File: src/rtl/fp_reciprocal_sequencer_if.sv
// Request/response bundle between the divider control and the reciprocal sequencer.
interface fp_reciprocal_sequencer_if;
    logic        start;
    logic [31:0] operand;
    logic        busy;
    logic        done;
    logic [31:0] result;
    logic        div_by_zero;
    logic        invalid;

    modport master (
        output start,
        output operand,
        input  busy,
        input  done,
        input  result,
        input  div_by_zero,
        input  invalid
    );

    modport slave (
        input  start,
        input  operand,
        output busy,
        output done,
        output result,
        output div_by_zero,
        output invalid
    );
endinterface

File: src/rtl/fp_reciprocal_sequencer.sv
// Single-precision reciprocal: linear seed, Newton-Raphson refinement on one shared
// 24x32 multiplier, then pack/round with special-case handling.
module fp_reciprocal_sequencer #(
    parameter int unsigned ITERATIONS = 3
) (
    input  logic                             clk,
    input  logic                             rst,
    fp_reciprocal_sequencer_if.slave         bus
);
    // 24/17 and 8/17 rounded to Q1.31
    localparam logic [31:0] SeedC1   = 32'hB4B4_B4B5;
    localparam logic [31:0] SeedC2   = 32'h3C3C_3C3C;
    localparam logic [2:0]  LastIter = 3'(ITERATIONS - 1);

    typedef enum logic [2:0] {StIdle, StSeed, StMul1, StMul2, StPack} state_e;

    state_e      state_q;
    logic        sign_q;
    logic [7:0]  exp_q;
    logic [22:0] man_q;
    logic [31:0] x_q;
    logic [31:0] e2_q;
    logic [2:0]  iter_q;
    logic        busy_q;
    logic        done_q;
    logic        dbz_q;
    logic        inv_q;
    logic [31:0] result_q;

    logic [23:0] mul_a;
    logic [31:0] mul_b;
    logic [55:0] mul_p;
    logic [31:0] mul_hi;
    logic [31:0] corr;
    logic [31:0] delta;
    logic [31:0] delta_mag;
    logic        delta_neg;

    // E2 sits close to 1, so X*E2 is formed as X + X*(E2-1); this keeps the 24-bit
    // multiplier operand at full precision instead of truncating E2 itself.
    always_comb begin
        delta     = e2_q - 32'h8000_0000;
        delta_neg = delta[31];
        delta_mag = delta_neg ? (32'd0 - delta) : delta;
        mul_a     = {1'b1, man_q};
        mul_b     = x_q;
        case (state_q)
            StSeed:  mul_b = SeedC2;
            StMul2:  mul_a = delta_mag[26:3];
            default: ;
        endcase
        mul_p  = {32'd0, mul_a} * {24'd0, mul_b};
        mul_hi = mul_p[54:23];
        corr   = {4'd0, mul_p[55:28]};
    end

    logic [31:0] pk_result;
    logic        pk_dbz;
    logic        pk_inv;
    logic [23:0] rnd;
    logic [9:0]  exp_pow;
    logic [9:0]  exp_rnd;

    always_comb begin
        pk_result = 32'h0;
        pk_dbz    = 1'b0;
        pk_inv    = 1'b0;
        rnd       = {1'b0, x_q[29:7]} + {23'd0, x_q[6]};
        exp_pow   = 10'd254 - {2'b00, exp_q};
        exp_rnd   = 10'd253 - {2'b00, exp_q} + {9'd0, rnd[23]};
        if (exp_q == 8'd0) begin
            pk_result = {sign_q, 8'hFF, 23'd0};
            pk_dbz    = 1'b1;
        end else if (exp_q == 8'hFF) begin
            if (man_q == 23'd0) begin
                pk_result = {sign_q, 31'd0};
            end else begin
                pk_result = 32'h7FC0_0000;
                pk_inv    = 1'b1;
            end
        end else if (man_q == 23'd0) begin
            pk_result = (exp_pow == 10'd0) ? {sign_q, 31'd0} : {sign_q, exp_pow[7:0], 23'd0};
        end else if (exp_rnd[9] || exp_rnd == 10'd0) begin
            pk_result = {sign_q, 31'd0};
        end else begin
            pk_result = {sign_q, exp_rnd[7:0], rnd[22:0]};
        end
    end

    always_ff @(posedge clk or posedge rst) begin
        if (rst) begin
            state_q  <= StIdle;
            sign_q   <= 1'b0;
            exp_q    <= 8'd0;
            man_q    <= 23'd0;
            x_q      <= 32'd0;
            e2_q     <= 32'd0;
            iter_q   <= 3'd0;
            busy_q   <= 1'b0;
            done_q   <= 1'b0;
            dbz_q    <= 1'b0;
            inv_q    <= 1'b0;
            result_q <= 32'd0;
        end else begin
            done_q <= 1'b0;
            case (state_q)
                StIdle: begin
                    if (bus.start) begin
                        sign_q  <= bus.operand[31];
                        exp_q   <= bus.operand[30:23];
                        man_q   <= bus.operand[22:0];
                        busy_q  <= 1'b1;
                        state_q <= StSeed;
                    end
                end
                StSeed: begin
                    x_q     <= SeedC1 - mul_hi;
                    iter_q  <= 3'd0;
                    state_q <= StMul1;
                end
                StMul1: begin
                    e2_q    <= 32'd0 - mul_hi;
                    state_q <= StMul2;
                end
                StMul2: begin
                    x_q     <= delta_neg ? (x_q - corr) : (x_q + corr);
                    iter_q  <= iter_q + 3'd1;
                    state_q <= (iter_q < LastIter) ? StMul1 : StPack;
                end
                StPack: begin
                    result_q <= pk_result;
                    dbz_q    <= pk_dbz;
                    inv_q    <= pk_inv;
                    done_q   <= 1'b1;
                    busy_q   <= 1'b0;
                    state_q  <= StIdle;
                end
                default: state_q <= StIdle;
            endcase
        end
    end

    assign bus.busy        = busy_q;
    assign bus.done        = done_q;
    assign bus.result      = result_q;
    assign bus.div_by_zero = dbz_q;
    assign bus.invalid     = inv_q;

    logic unused_bits;
    assign unused_bits = ^{delta_mag[31:27], delta_mag[2:0], mul_p[22:0]};
endmodule
File: src/flat_wrapper.sv
// flat-port wrapper written by rule: the top's interface ports become plain ports
module fp_reciprocal_sequencer_flat 
#(
    parameter int unsigned ITERATIONS = 3
)
  (clk, rst, bus_start, bus_operand, bus_busy, bus_done, bus_result, bus_div_by_zero, bus_invalid);
  fp_reciprocal_sequencer_if bus_i ();
  input  logic clk;
  input  logic rst;
  input wire logic [$bits(bus_i.start)-1:0] bus_start;
  input wire logic [$bits(bus_i.operand)-1:0] bus_operand;
  output wire logic [$bits(bus_i.busy)-1:0] bus_busy;
  output wire logic [$bits(bus_i.done)-1:0] bus_done;
  output wire logic [$bits(bus_i.result)-1:0] bus_result;
  output wire logic [$bits(bus_i.div_by_zero)-1:0] bus_div_by_zero;
  output wire logic [$bits(bus_i.invalid)-1:0] bus_invalid;
  assign bus_i.start = bus_start;
  assign bus_i.operand = bus_operand;
  assign bus_busy = bus_i.busy;
  assign bus_done = bus_i.done;
  assign bus_result = bus_i.result;
  assign bus_div_by_zero = bus_i.div_by_zero;
  assign bus_invalid = bus_i.invalid;
  fp_reciprocal_sequencer #(.ITERATIONS(ITERATIONS)) u_core (.clk(clk), .rst(rst), .bus(bus_i));
endmodule
File: config.mk
export PLATFORM = sky130hd
export DESIGN_NAME = fp_reciprocal_sequencer_flat
export DESIGN_NICKNAME = d
export VERILOG_FILES = /design/src/rtl/fp_reciprocal_sequencer_if.sv /design/src/rtl/fp_reciprocal_sequencer.sv /design/src/flat_wrapper.sv
export SDC_FILE = /design/constraint.sdc
export NUM_CORES = 2
export LEC_CHECK = 0
export ABC_AREA = 1
export BUFFER_PORTS_ARGS = -buffer_cell sky130_fd_sc_hd__buf_2
export CORE_MARGIN = 3
export CORE_UTILIZATION = 40
export DETAILED_ROUTE_END_ITERATION = 7
export HOLD_SLACK_MARGIN = 0.05
export SLEW_MARGIN = 20
export SYNTH_ARGS = -nofsm -noshare
export SYNTH_HDL_FRONTEND = slang
export SYNTH_SLANG_ARGS = --single-unit
File: constraint.sdc
create_clock -name clk -period 13.65 [get_ports clk]
set_clock_uncertainty 0.15 [all_clocks]
set_input_delay 1.365 -clock clk [delete_from_list [all_inputs] [get_ports clk]]
set_output_delay 1.365 -clock clk [all_outputs]
set_load 0.05 [all_outputs]
* Word-level counts from Yosys, hierarchy flattened *
Index checks and enable logic that the tools add are counted.

storage, ports and cells
  output and inout port bits = 36
  word-level logic and storage cells = 63
  register bits = 138

cells by class
  eq/ne operators = 6
  magnitude comparators = 1
  mux-type cells = 22
  $mul = 1
  reductions and logical operators = 10
  $add $sub $neg = 11

operators by type and width
  operator                  number
  $mux W32                  5
  $mux W31                  3
  $pmux W32 S2              1
  $mul A24 B32 Y56          1
  $add A32 B28 Y32          1
  $sub A1 B32 Y32 const A   1
  $sub A32 B28 Y32          1
  $sub A32 B32 Y32 const A  1
  $sub A32 B32 Y32 const B  1
  $mux W27                  1
  $sub A1 B27 Y27 const A   1
  $add A23 B1 Y24           1
  $mux W24                  1
  $logic_not A23 Y1         1
  $logic_not A10 Y1         2
  $sub A8 B8 Y9 const A     2
  $pmux W3 S4               1
  $add A10 B1 Y10           1
  $eq A8 B8 Y1 const B      1
  $logic_not A8 Y1          1
  $eq A3 B2 Y1 const B      2
  $mux W1                   6
  $mux W3                   2
  $pmux W3 S2               1
  other kinds (10)          12

* Longest topological paths before layout *
  depth after elaboration = 8
  depth in mapped cells = 73
  mapped depth without buffers = 72

* Least setup slack after synthesis *
No wires, ideal clock.

  path type = reg2reg
  start = reg u_core.e2_q[2]
  end = reg u_core.x_q[24]
  required time = 13.423 ns
  clock period less this slack = 10.921 ns
  stages on the path, launching flop included = 65
  data arrival time = 10.693 ns
  path slack = 2.729 ns
  library setup time = 0.077 ns
  path through = dfrtp_1 nor2_1 nand3_1 nor2_1 nand2_1 nor2_1 nand2_1 nor2_2 nand2_1 nor2_2 nand3_1 nor2_2 nand3_2 nor3_4 nand4_1 nor2_1 nor3_1 nand3b_1 [... 29 more ...] ha_1 nand2_1 inv_1 a21oi_1 o21ai_1 a21boi_0 o21ai_1 a21oi_1 o21ai_1 a21oi_1 o21ai_1 nand2_1 nand2_1 nand2_1 nand2_1 o21ai_0 inv_1 a21oi_1

on the way
  cells in the longest elaborated chain, start to end = 8
  elaborated cells on any way between the ends = 10
  those cells by class = 5 x add/sub; 1 x mul; 4 x mux

RTL lines
  what                                                  line                            text
  from (decl)                                           fp_reciprocal_sequencer.sv:22   logic [31:0] e2_q;
  from (signal assigned)                                fp_reciprocal_sequencer.sv:122  e2_q <= 32'd0 - mul_hi;
  $sub A32 B32 Y32 (*)                                  fp_reciprocal_sequencer.sv:42   delta = e2_q - 32'h8000_0000;
  $sub A1 B27 Y27                                       fp_reciprocal_sequencer.sv:44   delta_mag = delta_neg ? (32'd0 - delta) : delta;
  $mux W27                                              fp_reciprocal_sequencer.sv:44
  $mux W24                                              fp_reciprocal_sequencer.sv:47   case (state_q)
  $mul A24 B32 Y56                                      fp_reciprocal_sequencer.sv:52   mul_p = {32'd0, mul_a} * {24'd0, mul_b};
  $add A32 B28 Y32 or $sub A32 B28 Y32 (tied branches)  fp_reciprocal_sequencer.sv:126  x_q <= delta_neg ? (x_q - corr) : (x_q + corr);
  $mux W32                                              fp_reciprocal_sequencer.sv:126
  $pmux W32 S2 (*)                                      fp_reciprocal_sequencer.sv:106  case (state_q)
  to (signal assigned)                                  fp_reciprocal_sequencer.sv:117  x_q <= SeedC1 - mul_hi;
  to (signal assigned)                                  fp_reciprocal_sequencer.sv:126
  to (decl)                                             fp_reciprocal_sequencer.sv:21   logic [31:0] x_q;

Mark *: on every way between the ends. The rest lies on a longest branch, timed or not.
A chain may end at the register's enable or synchronous reset.

* Final worst setup path *
  start = reg u_core.e2_q[3]
  end = reg u_core.x_q[21]

Same word-level chain as after synthesis.

==> summary.txt <==
FMAX = 0.0798 GHz
I/O pin count = 71
Setup TNS = 0 ps
Top cells by area, synth = fa_1 (37%), nand2_1 (11%), inv_1 (11%), dfrtp_1 (9.4%), ha_1 (7.9%)
Fin crit share = 0.918
Worst path max stage delay = 600 ps
Initial Util = 0.407
Initial antenna violation count = 1
Post-synth EDFFs = 0
RD Place Congestion = 0.985
Synth area leader = fa_1
Clk slew on worst S/H paths = 70 ps
Fin. max-slew vios = 0
Fin nets = 5719
DR iter-0 viols = 2678
Critical-path top delay cell = inv_1
Largest net degree at the start of global routing = 69
Hold Path Class = reg -> reg
Min Tclk post-route = 12540 ps
Critical path buffers and inverters = 14
Clock Latency Late Sink = 430 ps
Final setup vio count = 0
Ys flop type = dfrtp_1
Antenna Nets Post-Route = 0
Maxcap violations = 0
Total global routing track utilization = 0.290
Ys async rst share = 1.00
Syn_nets = 5652
Status = finished clean
First-pass GRT wire length = 204000 µm
CP Launch Type = flop
Final WL = 133000 µm
Die area = 92500 µm²
Chip Height = 304 µm
Slew Limit Headroom = 0.265
Worst-Margin Slew = 1100 ps
Final Cell Area = 38500 µm²
Max clock buf depth = 2
DR vias = 32000
Post-Syn Instances = 4735
Core ar. = 87400 µm²
Setup CP Type = reg -> reg
Seq cells post-synth = 134
Layout overhead on the synthesized area = 8.13%
Via-per-instance ratio = 5.36
Share of cells above drive strength 1 = 0.0756
Placement Rows = 108
Layout Utilization = 0.440
Grt ovf = 0
CTS tree = done
DR WL/cell = 22.3 µm
Register area share after synthesis = 0.0943
Number of global-route vias before repair = 32600
Fin. Hold Viols = 0
Mapped Avg Cell Area = 7.51 µm²
Drt pass-1 iters = 8
Arrival time worst endpoint = 12690 ps
Post-detail-place hpwl = 110000 µm
CTS root buf = clkbuf_16
Clock H-tree levels = 4
Port Buf Inserts = 70
CP endpoint kind = flop
Distinct cells, synth = 60
Top delay family on crit path = adder cells
Most frequent cells in the layout = nand2_1 (1020), inv_1 (1013), fa_1 (658)
Worst Slack Setup Final = 1110 ps
Placed Area = 37700 µm²
Post-Place Worst Slack = 672 ps
Clock sinks = 134
RSZ-0062 raised after global routing = no
Die width = 304 µm
# hold bufs at CTS = 0
Most used cell, CP = inv_1
Critical Path RT = 13810 ps
Max FO, Critical Path = 16
Commonest non-fill, non-tap cell in the layout = nand2_1
CTS buffer count = 17
Synthesized cell area = 35600 µm²
DRC viols = 0
YS warnings = 0
Antenna fix cells = 0
Post-synth top area share = 0.370
[state kept, by name, indices dropped and copies added (netlist names)]
signal	flops
u_core.bus.done	1
u_core.sign_q	1
u_core.bus.busy	1
u_core.bus.div_by_zero	1
u_core.bus.invalid	1
u_core.x_q	32
u_core.state_q	3
u_core.bus.result	32
u_core.exp_q	8
u_core.iter_q	3
u_core.man_q	23
u_core.e2_q	28
[cells by family (layout without fill, tap and decap cells)]
logic type	count (synthesis)	in the layout	synth area share
muxes	7	7	0.00222
xor gates and xnor gates	115	115	0.0318
AOI/OAI and AO/OA	489	489	0.0757
DFF	134	134	0.0943
adders and majority gates	882	882	0.449
buffers and inverters	1203	1283	0.128
and+or+nand+nor	1905	1905	0.219
[repair_timing]
action | CTS | global route
resized for setup | 0 | 22
buffers inserted | 0 | 7
setup endpoints to repair | 0 | 12
[worst paths after layout]
| kind | from | endpoint | slack [ps] | cells after the start |
|---|---|---|---|---|
| hold reg to reg | u_core.bus.busy$_DFFE_PP0P_ | u_core.bus.busy$_DFFE_PP0P_ | 330 | 2 |
| max in group asynchronous | rst | u_core.x_q[11]$_DFFE_PP0P_ | 11080 | 3 |
| min in group asynchronous | rst | u_core.bus.result[11]$_DFFE_PP0P_ | 860 | 2 |
| hold / removal | u_core.bus.busy$_DFFE_PP0P_ | u_core.bus.busy$_DFFE_PP0P_ | 330 | 2 |
| setup reg to reg | u_core.e2_q[3]$_DFFE_PP0P_ | u_core.x_q[21]$_DFFE_PP0P_ | 1110 | 65 |
| setup / recovery | u_core.e2_q[3]$_DFFE_PP0P_ | u_core.x_q[21]$_DFFE_PP0P_ | 1110 | 65 |
[metal layers]
metal  share of wire  global-route usage  up-vias
met3           0.071              0.0350      203
met4           0.035              0.0793        2
met1            0.43               0.400    16200
met2            0.47               0.482     1294
met5        0.000098                   0        -
li1                -                   -    14300
[worst reg2reg max path: cells and delay by family, from the launching register on]
kind / cells / cell delay (ps)
simple gates: 25 / 2820
xor+xnor: 3 / 400
compound gates: 13 / 2200
buf+inv: 14 / 1690
flops: 1 / 410
fa+ha+maj: 10 / 4720
[layout make-up]
class,instances,area (µm²)
Fill cell,9060,49000
Multi-Input combinational cell,3398,27700
Inverter,1052,3970
Sequential cell,134,3350
Tap cell,1155,1450
Timing Repair Buffer,199,1330
Clock buffer,17,425
Clock inverter,15,190
[synthesized netlist by cell type (5+ instances only)]
cell type and instances:
o21ai_1 28, nor4_1 11, clkbuf_1 122, nand3_1 149, xnor2_1 14, fa_1 658, clkinv_1 15, inv_2 20
o21ai_2 7, ha_1 224, a32o_1 9, buf_2 11, nor2_1 577, mux2_2 7, nand2_1 1020, o31ai_1 7
nand3_2 5, nand2_2 29, a31oi_1 28, nand2_4 5, nand4_1 27, nor3_1 41, nor2_2 18, dfrtp_1 134
a21o_1 7, o21ai_0 152, xnor2_2 6, nand3b_1 6, a21oi_1 214, xor2_1 89, o21a_1 9, inv_1 1017
or2_2 7, buf_1 13
[metrics by stage]
stage / instances / hold slack [ps]
2_1_floorplan: 4735 / 303
3_3_place_gp: 5931 / 305
3_5_place_dp: 5931 / 322
4_1_cts: 5963 / 338
5_1_grt: 5970 / 358
6_report: 5970 / 332
Power is not shown: default switching activity piles up to over one toggle a cycle in this logic, so the estimate is an artifact.
